==> config.mk <==
export PLATFORM = sky130hd
export DESIGN_NAME = i2s_rx_arbiter
export DESIGN_NICKNAME = d
export VERILOG_FILES = /design/src/rtl/i2s_pkg.sv /design/src/rtl/i2s_rx_arbiter_rr.sv /design/src/rtl/i2s_rx_arbiter.sv
export SDC_FILE = /design/constraint.sdc
export NUM_CORES = 1
export LEC_CHECK = 0
export BUFFER_PORTS_ARGS = -buffer_cell sky130_fd_sc_hd__buf_4
export CAP_MARGIN = 20
export CORE_ASPECT_RATIO = 0.9
export CORE_UTILIZATION = 58
export DETAILED_ROUTE_END_ITERATION = 10
export PLACE_DENSITY = 0.91
export RECOVER_POWER = 25
export SLEW_MARGIN = 20
export SYNTH_ARGS = -nofsm -noshare
export SYNTH_HDL_FRONTEND = slang
export SYNTH_SLANG_ARGS = --single-unit
==> constraint.sdc <==
create_clock -name sck -period 4.96 [get_ports sck]
set_input_delay 0.496 -clock sck [delete_from_list [all_inputs] [get_ports sck]]
set_output_delay 0.496 -clock sck [all_outputs]
set_load 0.01 [all_outputs]
==> src/rtl/i2s_pkg.sv <==
// Shared types and helpers for the I2S receiver arbiter slice.
package i2s_pkg;

  // Default sample width; matches the I2S receivers.
  localparam int BITS_PRECISION_DEF = 24;

  // One receiver sample together with its channel flag.
  typedef struct packed {
    logic [BITS_PRECISION_DEF-1:0] data;
    logic                          left_rightn;
  } sample_t;

  // Output register state.
  typedef enum logic {
    EMPTY = 1'b0,
    FULL  = 1'b1
  } out_state_e;

  // Width of a channel index; never below one bit.
  function automatic int CH_W(input int n);
    return (n > 1) ? $clog2(n) : 1;
  endfunction

endpackage

==> src/rtl/i2s_rx_arbiter_rr.sv <==
// Round-robin grant selection: the search starts one past the last grant.
module rr_arbiter
  import i2s_pkg::*;
#(
  parameter  int NUM_CH = 4,
  localparam int CW     = CH_W(NUM_CH)
) (
  input  logic [NUM_CH-1:0] req,
  input  logic [CW-1:0]     last_grant,
  input  logic              adv,
  output logic [NUM_CH-1:0] gnt,
  output logic [CW-1:0]     gnt_idx,
  output logic              any_gnt
);

  // First requesting channel after last_grant wins; nothing is granted unless adv.
  always_comb begin
    int c;
    c       = 0;
    gnt     = '0;
    gnt_idx = '0;
    any_gnt = 1'b0;
    if (adv) begin
      for (int off = 1; off <= NUM_CH; off++) begin
        c = (int'(last_grant) + off) % NUM_CH;
        if (!any_gnt && req[c]) begin
          any_gnt = 1'b1;
          gnt[c]  = 1'b1;
          gnt_idx = CW'(c);
        end
      end
    end
  end

endmodule

==> src/rtl/i2s_rx_arbiter.sv <==
// Collects samples from NUM_CH I2S receivers into one-entry slots and
// serialises them round-robin onto a single registered valid/ready stream.
module i2s_rx_arbiter
  import i2s_pkg::*;
#(
  parameter  int NUM_CH         = 4,
  parameter  int BITS_PRECISION = BITS_PRECISION_DEF,
  localparam int CW             = CH_W(NUM_CH)
) (
  input  logic                             sck,
  input  logic                             rst,
  input  logic [NUM_CH*BITS_PRECISION-1:0] data_in,
  input  logic [NUM_CH-1:0]                left_rightn,
  input  logic [NUM_CH-1:0]                data_en,
  input  logic [NUM_CH-1:0]                ch_enable,
  input  logic [NUM_CH-1:0]                clr_overrun,
  output logic [BITS_PRECISION-1:0]        out_data,
  output logic [CW-1:0]                    out_ch,
  output logic                             out_left_rightn,
  output logic                             out_valid,
  input  logic                             out_ready,
  output logic [NUM_CH-1:0]                overrun
);

  typedef struct packed {
    logic [BITS_PRECISION-1:0] data;
    logic                      left_rightn;
  } slot_t;

  slot_t             slot_q [NUM_CH];
  logic [NUM_CH-1:0] pend_q, pend_d;
  logic [NUM_CH-1:0] ov_q, ov_d;
  logic [NUM_CH-1:0] load;
  logic [NUM_CH-1:0] gnt;
  logic [CW-1:0]     gnt_idx;
  logic [CW-1:0]     last_grant_q;
  logic              any_gnt;
  logic              free;
  out_state_e        state_q, state_d;
  slot_t             out_q;
  logic [CW-1:0]     out_ch_q;

  // Output register can take a new sample when empty or being drained now.
  assign free = (state_q == EMPTY) || out_ready;
  assign load = data_en & ch_enable;

  // Disabled channels never compete, even if their pend bit is still draining.
  rr_arbiter #(.NUM_CH(NUM_CH)) u_arb (
    .req        (pend_q & ch_enable),
    .last_grant (last_grant_q),
    .adv        (free),
    .gnt        (gnt),
    .gnt_idx    (gnt_idx),
    .any_gnt    (any_gnt)
  );

  // Pending and overrun next state: a load beats a drain, and an overrun set beats a clear.
  always_comb begin
    pend_d = pend_q;
    ov_d   = ov_q;
    for (int i = 0; i < NUM_CH; i++) begin
      if (!ch_enable[i])  pend_d[i] = 1'b0;
      else if (load[i])   pend_d[i] = 1'b1;
      else if (gnt[i])    pend_d[i] = 1'b0;

      if (load[i] && pend_q[i] && !gnt[i]) ov_d[i] = 1'b1;
      else if (clr_overrun[i])             ov_d[i] = 1'b0;
    end
  end

  // Slot capture, pending bits and sticky overrun flags.
  always_ff @(posedge sck) begin
    if (rst) begin
      pend_q <= '0;
      ov_q   <= '0;
      for (int i = 0; i < NUM_CH; i++) slot_q[i] <= '0;
    end else begin
      pend_q <= pend_d;
      ov_q   <= ov_d;
      for (int i = 0; i < NUM_CH; i++)
        if (load[i])
          slot_q[i] <= '{data: data_in[i*BITS_PRECISION +: BITS_PRECISION],
                         left_rightn: left_rightn[i]};
    end
  end

  // Output state: refill on a grant, go empty when free with nothing pending.
  always_comb begin
    state_d = state_q;
    if (free) state_d = any_gnt ? FULL : EMPTY;
  end

  // Output state register.
  always_ff @(posedge sck) begin
    if (rst) state_q <= EMPTY;
    else     state_q <= state_d;
  end

  // Output register and round-robin pointer; both hold while stalled.
  always_ff @(posedge sck) begin
    if (rst) begin
      out_q        <= '0;
      out_ch_q     <= '0;
      last_grant_q <= CW'(NUM_CH - 1);
    end else if (any_gnt) begin
      out_q        <= slot_q[gnt_idx];
      out_ch_q     <= gnt_idx;
      last_grant_q <= gnt_idx;
    end
  end

  assign out_valid       = (state_q == FULL);
  assign out_data        = out_q.data;
  assign out_left_rightn = out_q.left_rightn;
  assign out_ch          = out_ch_q;
  assign overrun         = ov_q;

endmodule

==> results of run 1 <==
[worst min-delay path, stage by stage]
cell	delay, ns
buf_4	0.08
nor2_1	0.03
nand2_1	0.05
o21ai_0	0.06
[area by class of cell]
cell class,count,area (um2),area share (%)
tap,129,161.4,2.008
multi-input combinational,321,2387,29.71
clock inverter,15,142.6,1.775
inverter,8,30.03,0.3737
sequential,138,3764,46.83
clock buffer,17,425.4,5.293
timing repair buffer,151,1126,14.01
[cell families (layout without fill, tap and decap cells)]
| kind of cell | Yosys count | count (layout) | synth area share (%) |
|---|---|---|---|
| compound gates | 66 | 66 | 9.974 |
| mux | 54 | 54 | 9.179 |
| buf+inv | 34 | 191 | 2.742 |
| fa+ha+maj | 8 | 8 | 1.590 |
| flops | 138 | 138 | 59.77 |
| simple gates | 192 | 192 | 16.61 |
| xor+xnor | 1 | 1 | 0.1391 |
[metrics by stage]
stage	area, um2	total power, mW
after floorplan	6297	1.561
after CTS	8034	2.925
after detailed placement	7466	1.725
final	8036	2.924
after global placement	7465	1.705
after global routing	8036	3.006
[metal layers]
metal | track usage (%) | wire length, um
met3 | 8.298 | 1127
met5 | 0 | 0
met1 | 34.72 | 6102
met4 | 10.60 | 340
met2 | 51.79 | 8310
[state kept, by name, indices dropped and copies added, names as in the netlist]
| name | flops |
|---|---|
| last_grant_q | 2 |
| out_ch | 2 |
| slot_q | 100 |
| overrun | 4 |
| out_left_rightn | 1 |
| out_data | 24 |
| pend_q | 4 |
| out_valid | 1 |
[placed cells by master (no fill, tap or decap), types with 8 or more instances in the layout]
cell,netlist,routed
dfxtp_1,38,38
nand2_1,47,46
edfxtp_1,100,100
buf_4,2,146
and2_1,105,98
clkbuf_16,0,17
o21ai_0,12,12
nor2_1,15,12
o221ai_2,20,20
ha_1,8,8
mux2i_1,51,51
[final timing paths]
check,startpoint,endpoint,depth (start not counted)
hold reg to reg,overrun[3],overrun[3],2
hold / removal,clr_overrun[0],overrun[0],4
setup reg to reg,last_grant_q[0],out_data[22],7
setup / recovery,last_grant_q[0],out_data[22],7
[power by group]
part	internal, mW	total [mW]	switching [mW]
logic	0.157	0.331	0.174
registers	1.34	1.38	0.0428
clock network	0.698	1.22	0.517
total	2.19	2.92	0.734
==> impl_metrics.tcl, run 1 <==
set metrics [dict create \
    outcome "finished, violations left" \
    violations "DRC, capacitance limit, slew limit" \
    powerDensity_nw_per_um2 363.9 \
    die_area_um2 11280 \
    avgSynthCellArea_um2 12.77 \
    post-route-min-period_ns 3.591 \
    yosysSeqAreaShare_pct 59.77 \
    cp_top_family "flip-flops" \
    synthDistinctLibCells 42 \
    critPathBufInv 1 \
    synth-seq-cells 138 \
    crit_fanout 25 \
    grt_pass1_wl_um 24420 \
    post-cts-setup-buffer-count 0 \
    vias 4644 \
    layout.nets 760 \
    hold_viol 0 \
    syn_inst 493 \
    cp-end-kind "flop" \
    fin_cells 779 \
    syn_nets 616 \
    numCtsBuffers 17 \
    placedCellCount 746 \
    coreArea_um2 10380 \
    holdWs_ns 0.3394 \
    async_flop_share_pct 0 \
    clk_latency_ns 0.43 \
    finalSetupViolCount 0 \
    synth.largest_area_cell "edfxtp_1" \
    routed_via_density 5.961 \
    cts_max_level 4 \
    slowest_stage "dfxtp_1" \
    worst_slew_margin_rel_pct -14.67 \
    gp_congestion 1.054 \
    drt_first_pass_iters 8 \
    drc 6 \
    clkTransAtPathRegs_ns 0.06 \
    synth_area_leaders "edfxtp_1 48%, dfxtp_1 12%, and2_1 10%, mux2i_1 8.1%, o221ai_2 4.8%" \
    antenna_found_initial 0 \
    synth.most_common_cell "and2_1" \
    num_antenna_cells 0 \
    maxCapViolCount 3 \
    synthToLayoutAreaGrowth_pct 27.62 \
    final_util_pct 77.43 \
    critPathKind "reg -> reg" \
    grtUsageTotal_pct 29.43 \
    dpl.hpwl_um 10190 \
    grt_max_degree 51 \
    ios 147 \
    timing.fmax_mhz 278.5 \
    clock_skew_ns 0.008755 \
    clock-root-buffer "clkbuf_16" \
    synth_top_area_share_pct 47.69 \
    setup_tns_ns 0 \
    drtIter0Drc 364 \
    cp.required_ns 5.21 \
    grt_overflow 0 \
    die_width_um 111.8 \
    cp-start-kind "flop" \
    preCtsSetupSlack_ns 1.550 \
    cts_tree "built" \
    fillers 619 \
    ys_warn_count 0 \
    rsz0062_at_grt "false" \
    vdd_drop_max_uv 294.8 \
    hold_path.class "in -> reg" \
    max_stage_delay_ns 0.84 \
    wl_per_cell_um 20.39 \
    ys.flop_type "edfxtp_1" \
    drt-total-wl_um 15880 \
    power_leakage_nw 3.165 \
    synth_edf_count 100 \
    drive_above_1_share_pct 32.77 \
    initial_core_util_pct 60.68 \
    grt_pass1_vias 4741 \
    io_buffers 146 \
    cts_hold_buf 0 \
    period_share_pct 72.39 \
    report.final.slew_viol_count 78 \
    cts_resized 0 \
    yosys-top-cells-count "105 x and2_1, 100 x edfxtp_1, 51 x mux2i_1" \
    syn-cell-area_um2 6297 \
    worst_pin_slew_ns 1.720 \
    final_antenna_net_count 0 \
    r2r_setup_slack_ns 1.37 \
    die_h_um 100.9 \
    clock_sinks 138 \
    ctsLongestPathBuffers 2 \
    rows 35 \
    worst_slack_ns 1.369 \
    crit_arrival_ns 3.84 \
    path_cells "inv_2 > ha_1 > mux4_2 > a221oi_2 > a311oi_2 > nand2_2 > o221ai_1" \
]
(Power assumes the default switching activity.)
==> run 2, diff against run 1 <==
--- a/config.mk
+++ b/config.mk
@@ -8,9 +8,9 @@
 export BUFFER_PORTS_ARGS = -buffer_cell sky130_fd_sc_hd__buf_4
 export CAP_MARGIN = 20
 export CORE_ASPECT_RATIO = 0.9
-export CORE_UTILIZATION = 58
+export CORE_UTILIZATION = 49
 export DETAILED_ROUTE_END_ITERATION = 10
-export PLACE_DENSITY = 0.91
+export PLACE_DENSITY = 0.83
 export RECOVER_POWER = 25
 export SLEW_MARGIN = 20
 export SYNTH_ARGS = -nofsm -noshare
==> constraint.sdc (replaced) <==
create_clock -name sck -period 3.1 [get_ports sck]
set_input_delay 0.31 -clock sck [delete_from_list [all_inputs] [get_ports sck]]
set_output_delay 0.31 -clock sck [all_outputs]
set_load 0.01 [all_outputs]
==> run 2 against run 1 <==
The run ends with capacitance limit, slew limit left. Register-to-register slack worse by 0.98 ns. Total power grew 61%. Worst setup slack worse by 0.98 ns. Utilization fell by 11 points. Non-clock buffer count up 14. Critical path depth is 1 higher. Sequential power grew 59%. Final area grew 2.0%. Sequential cell count unchanged. Via count fell by 4.1%. Sequential share of layout area fell by 0.90 points. Fmax is 32% higher. Largest cell class unchanged. Highest routed layer unchanged.
==> impl_metrics.tcl, run 2 (synthesis gave the netlist of run 1 again) <==
set metrics [dict create \
    seq_power_share_pct 46.6 \
    critPathKind "reg -> reg" \
    max_flop_register "slot_q" \
    grtUsageTotal_pct 25.74 \
    power_leakage_nw 3.238 \
    die_width_um 121.5 \
    routed_via_density 5.413 \
    max_stage_delay_ns 0.48 \
    outcome "finished, violations left" \
    post-cts-setup-buffer-count 0 \
    rows 38 \
    clock-root-buffer "clkbuf_16" \
    cp_top_family "compound AO/OA/AOI/OAI gates" \
    die_h_um 109.5 \
    cp-start-kind "flop" \
    ios 147 \
    cts_hold_buf 0 \
    drc 0 \
    numCtsBuffers 17 \
    final_util_pct 66.80 \
    post-route-min-period_ns 2.714 \
    coreArea_um2 12270 \
    clk_latency_ns 0.42 \
    ctsLongestPathBuffers 2 \
    mostFrequentLayoutCells "159 x buf_4, 100 x edfxtp_1, 89 x and2_1, 51 x mux2i_1, 46 x nand2_1" \
    clock_skew_ns 0.01002 \
    final_common_cell "buf_4" \
    critPathBufInv 2 \
    drive_above_1_share_pct 33.18 \
    synthToLayoutAreaGrowth_pct 30.12 \
    largest_register_ff_count 100 \
    cp-end-kind "flop" \
    initial_core_util_pct 51.34 \
    met2_usage_pct 42.74 \
    io_buffers 146 \
    period_share_pct 87.54 \
    cts_max_level 4 \
    p_int_mw 3.643 \
    p_clk_share_pct 41.8 \
    cts_resized 0 \
    die_area_um2 13310 \
    wl_per_cell_um 19.75 \
    cts_tree "built" \
    grtUsageMet3_pct 7.210 \
    comb_power_share_pct 11.6 \
    clkTransAtPathRegs_ns 0.06 \
    clock_sinks 138 \
    drt-total-wl_um 16250 \
    violations "capacitance limit, slew limit" \
    slowest_stage "dfxtp_1" \
    grt_pass1_vias 4587 \
    final_antenna_net_count 0 \
    drtIter0Drc 300 \
    grt_pass1_wl_um 24700 \
    path_cells "inv_1 > ha_1 > mux4_2 > a221oi_2 > a311oi_2 > nand2b_2 > buf_12 > o221ai_1" \
    vdd_drop_max_uv 419.9 \
    layout.nets 774 \
    switching_power_mw 1.077 \
    grt_max_degree 33 \
    rsz0062_at_grt "false" \
    num_antenna_cells 0 \
    antenna_found_initial 0 \
    setup_tns_ns 0 \
    gp_congestion 0.8438 \
    drt_first_pass_iters 5 \
    maxCapViolCount 3 \
    powerDensity_nw_per_um2 576.1 \
    worst_pin_slew_ns 1.841 \
    use_met1_pct 32.54 \
    crit_arrival_ns 3.04 \
    gr-max-usage-layer "met2" \
    hold_viol 0 \
    report.final.slew_viol_count 78 \
    worst_slew_margin_rel_pct -22.72 \
    timing.fmax_mhz 368.5 \
    cp.required_ns 3.43 \
    sw_frac_of_total_pct 22.82 \
    crit_fanout 14 \
    hold_path.class "in -> reg" \
    finalSetupViolCount 0 \
    dpl.hpwl_um 11280 \
    vias 4455 \
    grt_overflow 0 \
]
==> run 2: power by group through the flow <==
stage / logic (mW) / clock network [mW] / registers (mW)
after floorplan: 0.269 / 0 / 2.23
after global placement: 0.545 / 0 / 2.22
after detailed placement: 0.556 / 0 / 2.23
after CTS: 0.557 / 2.00 / 2.20
after global routing: 0.593 / 2.08 / 2.21
final: 0.549 / 1.97 / 2.20
==> run 2: layout make-up <==
type	instances	area (um2)
Fill cell	914	4073
Sequential cell	138	3764
Multi-Input combinational cell	321	2379
Timing Repair Buffer	165	1249
Clock buffer	24	481.7
Tap cell	160	200.2
Clock inverter	7	91.34
Inverter	8	30.03
==> run 2: final timing paths <==
check	startpoint	to	slack, ns	cells past startpoint
setup reg to reg	last_grant_q[1]	out_data[2]	0.39	8
hold reg to reg	overrun[1]	overrun[1]	0.46	2
hold / removal	clr_overrun[3]	overrun[3]	0.15	4
setup / recovery	last_grant_q[1]	out_data[2]	0.39	8
==> run 2: routing by layer <==
layer | part of all wire, % | wire length, um
met1 | 43 | 6978
met2 | 50 | 8155
met3 | 5.6 | 912
met4 | 1.3 | 206
met5 | 0 | 0
==> run 2: tightest hold or removal path, stage by stage <==
cell and delay [ns]:
buf_4 0.08, nor2_1 0.03, nand2_1 0.04, o21ai_0 0.06
==> run 2: per-stage QoR <==
step	hold slack [ns]	cells	area [um2]	setup slack (ns)	power [mW]
detailed placement	0.4455	792	7641	0.4121	2.789
CTS	0.1346	823	8214	0.3777	4.750
global route	0.1481	823	8194	0.2492	4.888
finish	0.1480	823	8194	0.3862	4.720
global placement	0.4392	792	7641	0.4957	2.769
floorplan	0.4533	493	6297	0.7243	2.497
==> run 3, diff against run 2 <==
--- a/config.mk
+++ b/config.mk
@@ -7,8 +7,10 @@
 export LEC_CHECK = 0
 export BUFFER_PORTS_ARGS = -buffer_cell sky130_fd_sc_hd__buf_4
 export CAP_MARGIN = 20
+export CELL_PAD_IN_SITES_DETAIL_PLACEMENT = 0
+export CELL_PAD_IN_SITES_GLOBAL_PLACEMENT = 1
 export CORE_ASPECT_RATIO = 0.9
-export CORE_UTILIZATION = 49
+export CORE_UTILIZATION = 39
 export DETAILED_ROUTE_END_ITERATION = 10
 export PLACE_DENSITY = 0.83
 export RECOVER_POWER = 25
==> run 3 against run 2 <==
The run still ends with capacitance limit, slew limit left. Combinational power about the same. Global-route usage fell by 5.0 points. Clock power grew 3%. Utilization fell by 14 points. Clock skew decreased by 0.0025 ns. Register-to-register slack got worse by 0.095 ns. Final area up 0.95%. Non-clock buffer count down 3. Final cell count increased by 4.9%. Sequential share of layout area shrank 0.43 points. Largest power group unchanged.
==> impl_metrics.tcl, run 3 (synthesis gave the netlist of run 1 again) <==
set metrics [dict create \
    drt-total-wl_um 16280 \
    clk_latency_ns 0.43 \
    rsz0062_at_grt "false" \
    worst_slack_ns 0.2910 \
    synthToLayoutAreaGrowth_pct 31.35 \
    cp-start-kind "flop" \
    hold_path.class "in -> reg" \
    antenna_found_initial 0 \
    wl_per_cell_um 18.86 \
    worst_pin_slew_ns 1.652 \
    mostFrequentLayoutCells "152 x buf_4, 100 x edfxtp_1, 82 x and2_1, 51 x mux2i_1, 46 x nand2_1" \
    setup_tns_ns 0 \
    timing.fmax_mhz 356.0 \
    clock_sinks 138 \
    cts_resized 0 \
    power_leakage_nw 3.224 \
    period_share_pct 90.61 \
    cts_max_level 4 \
    grt_max_degree 33 \
    preCtsSetupSlack_ns 0.3365 \
    die_h_um 122.6 \
    numCtsBuffers 17 \
    worst_slew_margin_rel_pct -10.16 \
    largest_register_ff_count 100 \
    layout.nets 771 \
    cts_tree "built" \
    drc 0 \
    drive_above_1_share_pct 32.83 \
    routed_via_density 5.093 \
    grt_pass1_wl_um 24810 \
    die_width_um 135.9 \
    initial_core_util_pct 40.36 \
    post-route-min-period_ns 2.809 \
    critPathKind "reg -> reg" \
    io_buffers 146 \
    maxCapViolCount 2 \
    grtUsageTotal_pct 20.71 \
    cts_hold_buf 0 \
    dpl.hpwl_um 11400 \
    vias 4395 \
    crit_arrival_ns 3.10 \
    num_antenna_cells 0 \
    final_antenna_net_count 0 \
    drtIter0Drc 253 \
    powerDensity_nw_per_um2 577.3 \
    report.final.slew_viol_count 52 \
    fillers 1353 \
    clock-root-buffer "clkbuf_16" \
    vdd_drop_max_uv 428.9 \
    drt_first_pass_iters 5 \
    violations "capacitance limit, slew limit" \
    ctsLongestPathBuffers 2 \
    grt_overflow 0 \
    gp_congestion 0.9080 \
    hold_viol 0 \
    rows 43 \
    grt_pass1_vias 4514 \
    post-cts-setup-buffer-count 0 \
    max_flop_register "slot_q" \
    p_total_mw 4.775 \
    clkTransAtPathRegs_ns 0.06 \
    clock_skew_ns 0.007541 \
    cp-end-kind "flop" \
    die_area_um2 16660 \
    coreArea_um2 15600 \
    outcome "finished, violations left" \
    crit_fanout 32 \
    final_common_cell "buf_4" \
    ios 147 \
    finalSetupViolCount 0 \
    cp.required_ns 3.39 \
]
-- run 3: cell count changes in the layout (fill, tap and decap cells not counted), sizes merged --
cell / change
clkbuf: -3
buf: -4
clkinv: +1
bufinv: +1
inv: +1
clkinvlp: +2
-- run 3: per-layer routing --
layer	global-route usage (%)	share of wire, %	routed length [um]
met2	33.90	49	7952
met3	5.287	5.5	902
met5	0	0	0
met4	8.194	1.7	273
met1	26.23	44	7149
-- run 3: layout make-up --
class	instances	area (um2)	share of cell area [%]
flip-flops and latches	138	3764	45.50
multi-input cells	321	2380	28.77
repair buffers	162	1260	15.23
clock buffers	20	436.7	5.279
well taps	202	252.7	3.056
clock inverters	12	148.9	1.800
inverters	8	30.03	0.3630
-- run 3: path summary, 6_finish.rpt --
kind                        start         endpoint  slack [ns]  cells past startpoint
hold reg to reg        overrun[3]       overrun[3]        0.46                      2
setup reg to reg  last_grant_q[1]  out_left_rightn        0.29                      9
hold / removal     clr_overrun[3]       overrun[3]        0.14                      4
setup / recovery  last_grant_q[1]  out_left_rightn        0.29                      9
-- run 3: power breakdown --
part / internal [mW] / total (mW) / switching, mW
clock network: 1.26 / 2.03 / 0.767
logic: 0.268 / 0.549 / 0.280
registers: 2.14 / 2.20 / 0.0644
-- run 3: stage by stage --
| stage | utilization [%] | hold slack (ns) | instance area (um2) | std cells |
|---|---|---|---|---|
| after floorplan | - | 0.4533 | 6297 | 493 |
| after global placement | 49.41 | 0.4509 | 7709 | 831 |
| after detailed placement | 49.41 | 0.4521 | 7710 | 831 |
| after CTS | 53.17 | 0.1345 | 8295 | 863 |
| after global routing | 53.02 | 0.1424 | 8272 | 863 |
| final | 53.02 | 0.1420 | 8272 | 863 |
-- run 3: worst max-delay path, cell delays in order (launching register included) --
cell	delay, ns
dfxtp_1	0.47
inv_1	0.22
ha_1	0.45
inv_1	0.08
o21ai_0	0.18
o221ai_1	0.22
a21oi_4	0.25
buf_12	0.28
mux2i_1	0.34
o221ai_1	0.16
